## src/rtl/excess3_defs.sv

```systemverilog
// Shared definitions for the excess-3 receive path.
//
// Contents:
//   EXCESS3_OFFSET  bias added by the excess-3 encoder
//   EXCESS3_MIN     smallest legal excess-3 code (BCD 0)
//   EXCESS3_MAX     largest legal excess-3 code (BCD 9)
//   BAD_DIGIT       nibble substituted for an illegal code
//   state_t         handshake FSM states of the deserializer
package excess3_defs;

    localparam logic [3:0] EXCESS3_OFFSET = 4'd3;
    localparam logic [3:0] EXCESS3_MIN    = 4'd3;
    localparam logic [3:0] EXCESS3_MAX    = 4'd12;
    localparam logic [3:0] BAD_DIGIT      = 4'hF;

    typedef enum logic [0:0] {
        COLLECT = 1'b0,
        HOLD    = 1'b1
    } state_t;

endpackage

```

## src/rtl/excess3_digit_decode.sv

```systemverilog
// Combinational excess-3 to BCD digit decoder.
//
// Ports:
//   code     in   4  excess-3 code
//   bcd      out  4  decoded BCD digit, BAD_DIGIT for an illegal code
//   code_ok  out  1  code lies in EXCESS3_MIN..EXCESS3_MAX
module excess3_digit_decode
    import excess3_defs::*;
(
    input  logic [3:0] code,
    output logic [3:0] bcd,
    output logic       code_ok
);

    always_comb begin
        code_ok = (code >= EXCESS3_MIN) && (code <= EXCESS3_MAX);
        // Subtraction cannot wrap: it is only used when code >= EXCESS3_MIN.
        if (code_ok) begin
            bcd = code - EXCESS3_OFFSET;
        end else begin
            bcd = BAD_DIGIT;
        end
    end

endmodule

```

## src/rtl/excess3_to_bcd_deserializer.sv

```systemverilog
// Bit-serial excess-3 receiver that assembles NUM_DIGITS decoded digits
// into one packed BCD word delivered over a valid/ready handshake.
//
// Ports:
//   clk        in   1             system clock, rising edge
//   rst_n      in   1             asynchronous active-low reset
//   in_valid   in   1             in_bit is valid this cycle
//   in_ready   out  1             a bit can be accepted this cycle
//   in_bit     in   1             serial excess-3 bit, digits MSD first,
//                                 bits within a digit LSB first
//   out_valid  out  1             out_bcd/out_err hold a complete frame
//   out_ready  in   1             consumer accepts the frame
//   out_bcd    out  4*NUM_DIGITS  packed BCD, first digit in the top nibble
//   out_err    out  1             at least one digit of the frame was illegal
module excess3_to_bcd_deserializer
    import excess3_defs::*;
#(
    parameter int unsigned NUM_DIGITS = 4
) (
    input  logic                    clk,
    input  logic                    rst_n,
    input  logic                    in_valid,
    output logic                    in_ready,
    input  logic                    in_bit,
    output logic                    out_valid,
    input  logic                    out_ready,
    output logic [4*NUM_DIGITS-1:0] out_bcd,
    output logic                    out_err
);

    localparam int unsigned DW = (NUM_DIGITS > 1) ? $clog2(NUM_DIGITS) : 1;
    localparam logic [DW-1:0] LAST_DIGIT = DW'(NUM_DIGITS - 1);

    state_t                  state;
    logic [1:0]              bit_cnt;
    logic [DW-1:0]           digit_cnt;
    logic [3:0]              shift_q;
    logic [4*NUM_DIGITS-1:0] acc_q;
    logic [4*NUM_DIGITS-1:0] out_bcd_q;
    logic                    err_acc_q;
    logic                    out_err_q;
    logic                    out_valid_q;
    logic                    in_ready_q;

    logic                    accept;
    logic                    digit_done;
    logic                    frame_done;
    logic [3:0]              code;
    logic [3:0]              dec_bcd;
    logic                    dec_ok;
    logic [4*NUM_DIGITS-1:0] frame_next;

    assign in_ready  = in_ready_q;
    assign out_valid = out_valid_q;
    assign out_bcd   = out_bcd_q;
    assign out_err   = out_err_q;

    assign accept     = in_valid & in_ready_q;
    assign digit_done = accept && (bit_cnt == 2'd3);
    assign frame_done = digit_done && (digit_cnt == LAST_DIGIT);

    // The 4th bit is still on the wire, so the completed code is formed
    // from the three stored bits plus the live input bit.
    assign code = {in_bit, shift_q[2:0]};

    excess3_digit_decode u_digit_decode (
        .code    (code),
        .bcd     (dec_bcd),
        .code_ok (dec_ok)
    );

    // Accumulated frame with the digit just completed dropped into its slot.
    always_comb begin
        frame_next = acc_q;
        for (int unsigned i = 0; i < NUM_DIGITS; i++) begin
            if (DW'(i) == digit_cnt) begin
                frame_next[(NUM_DIGITS - 1 - i) * 4 +: 4] = dec_bcd;
            end
        end
    end

    always_ff @(posedge clk or negedge rst_n) begin
        if (!rst_n) begin
            state       <= COLLECT;
            bit_cnt     <= '0;
            digit_cnt   <= '0;
            shift_q     <= '0;
            acc_q       <= '0;
            out_bcd_q   <= '0;
            err_acc_q   <= 1'b0;
            out_err_q   <= 1'b0;
            out_valid_q <= 1'b0;
            in_ready_q  <= 1'b0;
        end else begin
            case (state)
                COLLECT: begin
                    in_ready_q <= 1'b1;
                    if (accept) begin
                        if (digit_done) begin
                            bit_cnt <= '0;
                            shift_q <= '0;
                            if (frame_done) begin
                                digit_cnt   <= '0;
                                acc_q       <= '0;
                                err_acc_q   <= 1'b0;
                                out_bcd_q   <= frame_next;
                                out_err_q   <= err_acc_q | ~dec_ok;
                                out_valid_q <= 1'b1;
                                in_ready_q  <= 1'b0;
                                state       <= HOLD;
                            end else begin
                                digit_cnt <= digit_cnt + 1'b1;
                                acc_q     <= frame_next;
                                err_acc_q <= err_acc_q | ~dec_ok;
                            end
                        end else begin
                            shift_q[bit_cnt] <= in_bit;
                            bit_cnt          <= bit_cnt + 2'd1;
                        end
                    end
                end
                HOLD: begin
                    if (out_ready) begin
                        out_valid_q <= 1'b0;
                        in_ready_q  <= 1'b1;
                        state       <= COLLECT;
                    end
                end
            endcase
        end
    end

endmodule

```

## config.mk

```make
export PLATFORM = sky130hd
export DESIGN_NAME = excess3_to_bcd_deserializer
export DESIGN_NICKNAME = d
export VERILOG_FILES = /design/src/rtl/excess3_defs.sv /design/src/rtl/excess3_digit_decode.sv /design/src/rtl/excess3_to_bcd_deserializer.sv
export SDC_FILE = /design/constraint.sdc
export NUM_CORES = 1
export LEC_CHECK = 0
export BUFFER_PORTS_ARGS = -buffer_cell sky130_fd_sc_hd__buf_4
export CAP_MARGIN = 0
export CELL_PAD_IN_SITES_DETAIL_PLACEMENT = 0
export CELL_PAD_IN_SITES_GLOBAL_PLACEMENT = 1
export CORE_ASPECT_RATIO = 1.5
export CORE_MARGIN = 3
export CORE_UTILIZATION = 45
export CTS_CLUSTER_SIZE = 40
export DETAILED_ROUTE_END_ITERATION = 12
export PLACE_DENSITY_LB_ADDON = 0.1
export SLEW_MARGIN = 15
export SYNTH_ARGS = -nofsm -noshare
export SYNTH_HDL_FRONTEND = slang
export SYNTH_HIERARCHICAL = 1
export SYNTH_SLANG_ARGS = --single-unit
export TNS_END_PERCENT = 20
```

## constraint.sdc

```tcl
create_clock -name clk -period 2.5 [get_ports clk]
set_clock_uncertainty 0.15 [all_clocks]
set_input_delay 0.5 -clock clk [delete_from_list [all_inputs] [get_ports clk]]
set_output_delay 0.5 -clock clk [all_outputs]
set_load 0.01 [all_outputs]
```

Word-level counts from Yosys, hierarchy flattened
Index checks and enable logic that the tools add are counted.
Widths: inputs -> output; s select.
- word-level logic and storage cells: 67
- input bits: 5
- flip-flop bits (word level): 45
- output and inout port bits: 19
- $lt $le $gt $ge: 4
- reductions and logical operators: 9
- multiplexer cells: 28
- equality and inequality tests: 9
- bitwise operators: 4
- add/sub/neg operators: 3
- operator list (operator ; number):
    $mux 4 ; 6
    $mux 16 ; 1
    $mux 1 ; 14
    $ne 2x2->1 const B ; 4
    $reduce_and 4->1 ; 2
    $pmux 1 s2 ; 3
    $add 2x1->2 const B ; 2
    $bwmux 4 ; 1
    $eq 2x2->1 const A ; 2
    $eq 2x2->1 const B ; 2
    $ge 4x2->1 const B ; 1
    $le 4x4->1 const B ; 1
    $logic_and 1x1->1 ; 4
    $mux 2 ; 2
    $sub 4x2->4 const B ; 1
    $lt 2x3->1 const B ; 1
    $reduce_and 3->1 ; 1
    $demux 1 s2 ; 1
    $eq 1x2->1 const A ; 1
    $ge 2x1->1 const B ; 1
    $logic_not 2->1 ; 1
    $not 1->1 ; 2
    $reduce_and 2->1 ; 1
    $and 1x1->1 ; 1
    $or 1x1->1 ; 1

Depth between registers and ports, before layout
- word-level depth: 7
- mapped depth: 7
- mapped depth without buffers: 7

Modules after synthesis
The synthesis kept the hierarchy.
- by module, submodules not included (module ; cells an instance ; area an instance (um2) ; instances):
    excess3_to_bcd_deserializer ; 173 ; 1931.9 ; 1
    excess3_digit_decode ; 16 ; 117.6 ; 1

Worst setup path before layout
OpenSTA, ideal clock, no wires.
- kind: register to register
- start: reg shift_q[0]
- end: reg out_bcd_q[9], in the netlist out_bcd[9]
- slack: 0.638 ns
- stages on the path, launching flop included: 8
- arrival time: 1.585 ns
- path buffers: 0
- required time: 2.223 ns
- cell sequence: dfrtp_1 inv_1 ha_1 and2b_1 a211o_1 nand2_1 o21ai_0 mux2_1
- cells in the longest elaborated chain, start to end: 4
- elaborated cells on any way between the ends: 6
- those cells by class: 1 x add/sub; 2 x order compare; 2 x mux; 1 x reduce/logical
- RTL lines (element ; line ; source):
    start: declaration ; excess3_to_bcd_deserializer.sv:37 ; logic [3:0] shift_q;
    start signal: indexed assignment ; excess3_to_bcd_deserializer.sv:117 ; shift_q[bit_cnt] <= in_bit;
    $ge 4x2->1 / $le 4x4->1 (equally long branches) ; excess3_digit_decode.sv:16 ; code_ok = (code >= EXCESS3_MIN) && (code <= EXCESS3_MAX);
    $logic_and 1x1->1 ; excess3_digit_decode.sv:16 ;
    $mux 4 * ; excess3_digit_decode.sv:18 ; if (code_ok) begin
    named net dec_bcd[1] ; excess3_to_bcd_deserializer.sv:49 ; logic [3:0] dec_bcd;
    $mux 4 * ; excess3_to_bcd_deserializer.sv:76 ; if (DW'(i) == digit_cnt) begin
    end signal: assignment ; excess3_to_bcd_deserializer.sv:106 ; out_bcd_q <= frame_next;
    end: declaration ; excess3_to_bcd_deserializer.sv:39 ; logic [4*NUM_DIGITS-1:0] out_bcd_q;
The timed path passes the listed nets; every way through them passes the cells marked *.
A chain may end at the register's enable or synchronous reset.

Worst setup path after layout
- start: reg bit_cnt[0]
- end: reg acc_q[10]
- cells in the longest elaborated chain, start to end: 4
- elaborated cells on any way between the ends: 5
- those cells by class: 1 x eq/ne; 1 x mux; 3 x reduce/logical
- RTL lines (element ; line ; source):
    start: declaration ; excess3_to_bcd_deserializer.sv:35 ; logic [1:0] bit_cnt;
    start signal: assignment ; excess3_to_bcd_deserializer.sv:118 ; bit_cnt <= bit_cnt + 2'd1;
    $eq 2x2->1 * ; excess3_to_bcd_deserializer.sv:59 ; assign digit_done = accept && (bit_cnt == 2'd3);
    $logic_and 1x1->1 * ; excess3_to_bcd_deserializer.sv:59 ;
    $logic_and 1x1->1 ; excess3_to_bcd_deserializer.sv:60 ; assign frame_done = digit_done && (digit_cnt == LAST_DIGIT);
    $mux 16 ; excess3_to_bcd_deserializer.sv:102 ; if (frame_done) begin
    end signal: assignment ; excess3_to_bcd_deserializer.sv:113 ; acc_q <= frame_next;
    end: declaration ; excess3_to_bcd_deserializer.sv:38 ; logic [4*NUM_DIGITS-1:0] acc_q;
Every way passes the cells marked *; elsewhere a longest branch is shown, timed or not.

==> flow_summary.toml <==
[synth]
synthDominantCellAreaShare_pct = 48.8
avgSynthCellArea_um2 = 10.8
ys.flop_type = "dfrtp_1"
syn_inst = 189
async_flop_share_pct = 100
syn_nets = 204
syn_area_um2 = 2050
synth_commonest_cells = "40 x dfrtp_1, 22 x nand2_1, 18 x o21ai_0"
synth.area.top_cells = "dfrtp_1 49%, mux2_1 7.1%, ha_1 6.1%"
synth_edf_count = 0
yosysSeqAreaShare_pct = 48.8
yosysMostFrequentCell = "dfrtp_1"
yosysTopAreaCell = "dfrtp_1"
ys_warn_count = 6
synth.distinct_cells = 31
synth-seq-cells = 40

[global_routing]
grt_first_pass_wirelength_um = 7290
grt_pass1_vias = 1485
grt_max_degree = 41
gr-total-overflow = 0
track_usage_pct = 18.3
antenna_found_initial = 0

[sta]
tightest_slew_ns = 0.649
whs_ns = 0.0265
fin_crit_ns = 2.05
rsz0062_at_grt = "false"
setup_viol = 0
finalSetupTns_ns = 0
fmax_mhz = 488
slew_headroom_pct = 56.7
slew_viol_final = 0
finalHoldViolations = 0
fin_crit_sh_pct = 82.0

[clock_network]
cts_hold_buffers = 0
ctsHtreeMaxLevel = 2
tritoncts = "built"
cts.clk_slew.worst_paths_ns = 0.08
cts_setup_buffers = 0
cts_buffers = 5
cts_buffer_depth = 2
clk_latency_ns = 0.29
cts_root_buf = "clkbuf_8"
post_cts_resized = 0
clock-sinks = 40

[floorplanning]
start_util_pct = 47.5
die_w_um = 61.1
coreArea_um2 = 4320
dieArea_um2 = 5420
rows = 29
die_y_um = 88.7
io_pins = 24

[routing]
routed_wl_um = 4290
drtPass1Iterations = 4
antenna_left = 0
route.vias.total = 1479
drc = 0
wl_per_cell_um = 16.4
avgViaCountPerCell = 5.65
drt-initial-drc-count = 68

[power]
power_leakage_uw = 0.00117
p_per_area_nw_per_um2 = 1290
total_power_uw = 3100
ir_worst_vdd_mv = 0.641

[final_layout]
diodes = 0
drive_gt1_share_pct = 22.2
fin_area_um2 = 2390
syn_to_final_growth_pct = 16.7
n_fill_cell = 401
multi_input_area_um2 = 951
nNetsFinal = 230
ff_latch_area_um2 = 1000

[placed_design]
place_congestion = 0.736
placed_cell_area_um2 = 2260
dp_hpwl_um = 2970
portBuffers = 23

[setup_path]
crit_type = "flop to flop"
arrival_ns = 2.09
cp_max_fo = 15
start_kind = "flop"
end_kind = "flop"
cp.required_ns = 2.54

[flow_run]
cap_violations = 0

[worst_hold_path]
worstHoldPathType = "input pin to asynchronous set/reset pin"

[run_status]
outcome = "complete, no violations"
==> cell families after synthesis <==
logic type / after synthesis / share of synthesized area [%]
DFF: 40 / 48.8
AOI/OAI and AO/OA: 41 / 12.6
muxes: 24 / 13.0
and+or+nand+nor: 53 / 14.7
buffers and inverters: 21 / 4.76
adders and majority gates: 10 / 6.11
==> state kept, by name, summed over array words and instances, names as in the netlist <==
register	count
acc_q	12
bit_cnt	2
digit_cnt	2
err_acc_q	1
in_ready	1
out_bcd	16
out_err	1
out_valid	1
shift_q	3
state	1
==> cells in the final DEF, fill, tap and decap left out, drive strengths merged, types with 3 or more instances in the layout <==
| cell type | count |
|---|---|
| o211ai | 4 |
| clkbuf | 7 |
| ha | 10 |
| nand4b | 4 |
| a31oi | 5 |
| nand2b | 4 |
| nor2b | 5 |
| a21o | 5 |
| or3 | 5 |
| mux2 | 21 |
| dfrtp | 40 |
| nor2 | 7 |
| nand2 | 22 |
| buf | 28 |
| mux2i | 3 |
| o21ai | 19 |
| inv | 12 |
==> metrics by stage <==
step	cells	utilization, %	worst slack, ns
2_1_floorplan	189	-	0.638
4_1_cts	262	55.4	0.438
5_1_grt	262	55.4	0.324
3_5_place_dp	254	52.4	0.473
3_3_place_gp	254	52.4	0.518
6_report	262	55.4	0.451
==> report_power, final <==
group	internal [uW]	switching, uW	leakage, uW
combinational	662	739	0.000635
clock	352	219	0.0000645
sequential	925	199	0.000468
==> critical path: stages, from the launching register on <==
cell and delay, ns:
dfrtp_1 0.43, ha_1 0.33, and4b_1 0.67, a31oi_1 0.16
o21ai_0 0.20
==> layer usage <==
layer	global-route usage (%)	part of all wire, %
met2	31.7	53
met3	3.07	3.2
met5	0	0
met1	22.0	43
met4	7.10	1.1
==> worst paths after layout <==
check | start | endpoint | slack (ns) | depth (start not counted)
worst min-delay path | rst_n | err_acc_q | 0.03 | 1
max in group asynchronous | rst_n | out_bcd[10] | 1.81 | 1
worst min register to register | out_err | out_err | 0.34 | 1
worst max register to register | bit_cnt[0] | acc_q[10] | 0.45 | 4
worst max-delay path | bit_cnt[0] | acc_q[10] | 0.45 | 4
min in group clk | out_ready | out_valid | 0.23 | 2
==> layout make-up <==
type                       count  area share, %
timing repair buffer          28           8.79
sequential                    40           41.9
inverter                      12           1.88
multi-input combinational    128           39.8
clock buffer                   7           4.03
clock inverter                 1           1.26
tap                           46           2.41
(Power assumes the default switching activity.)
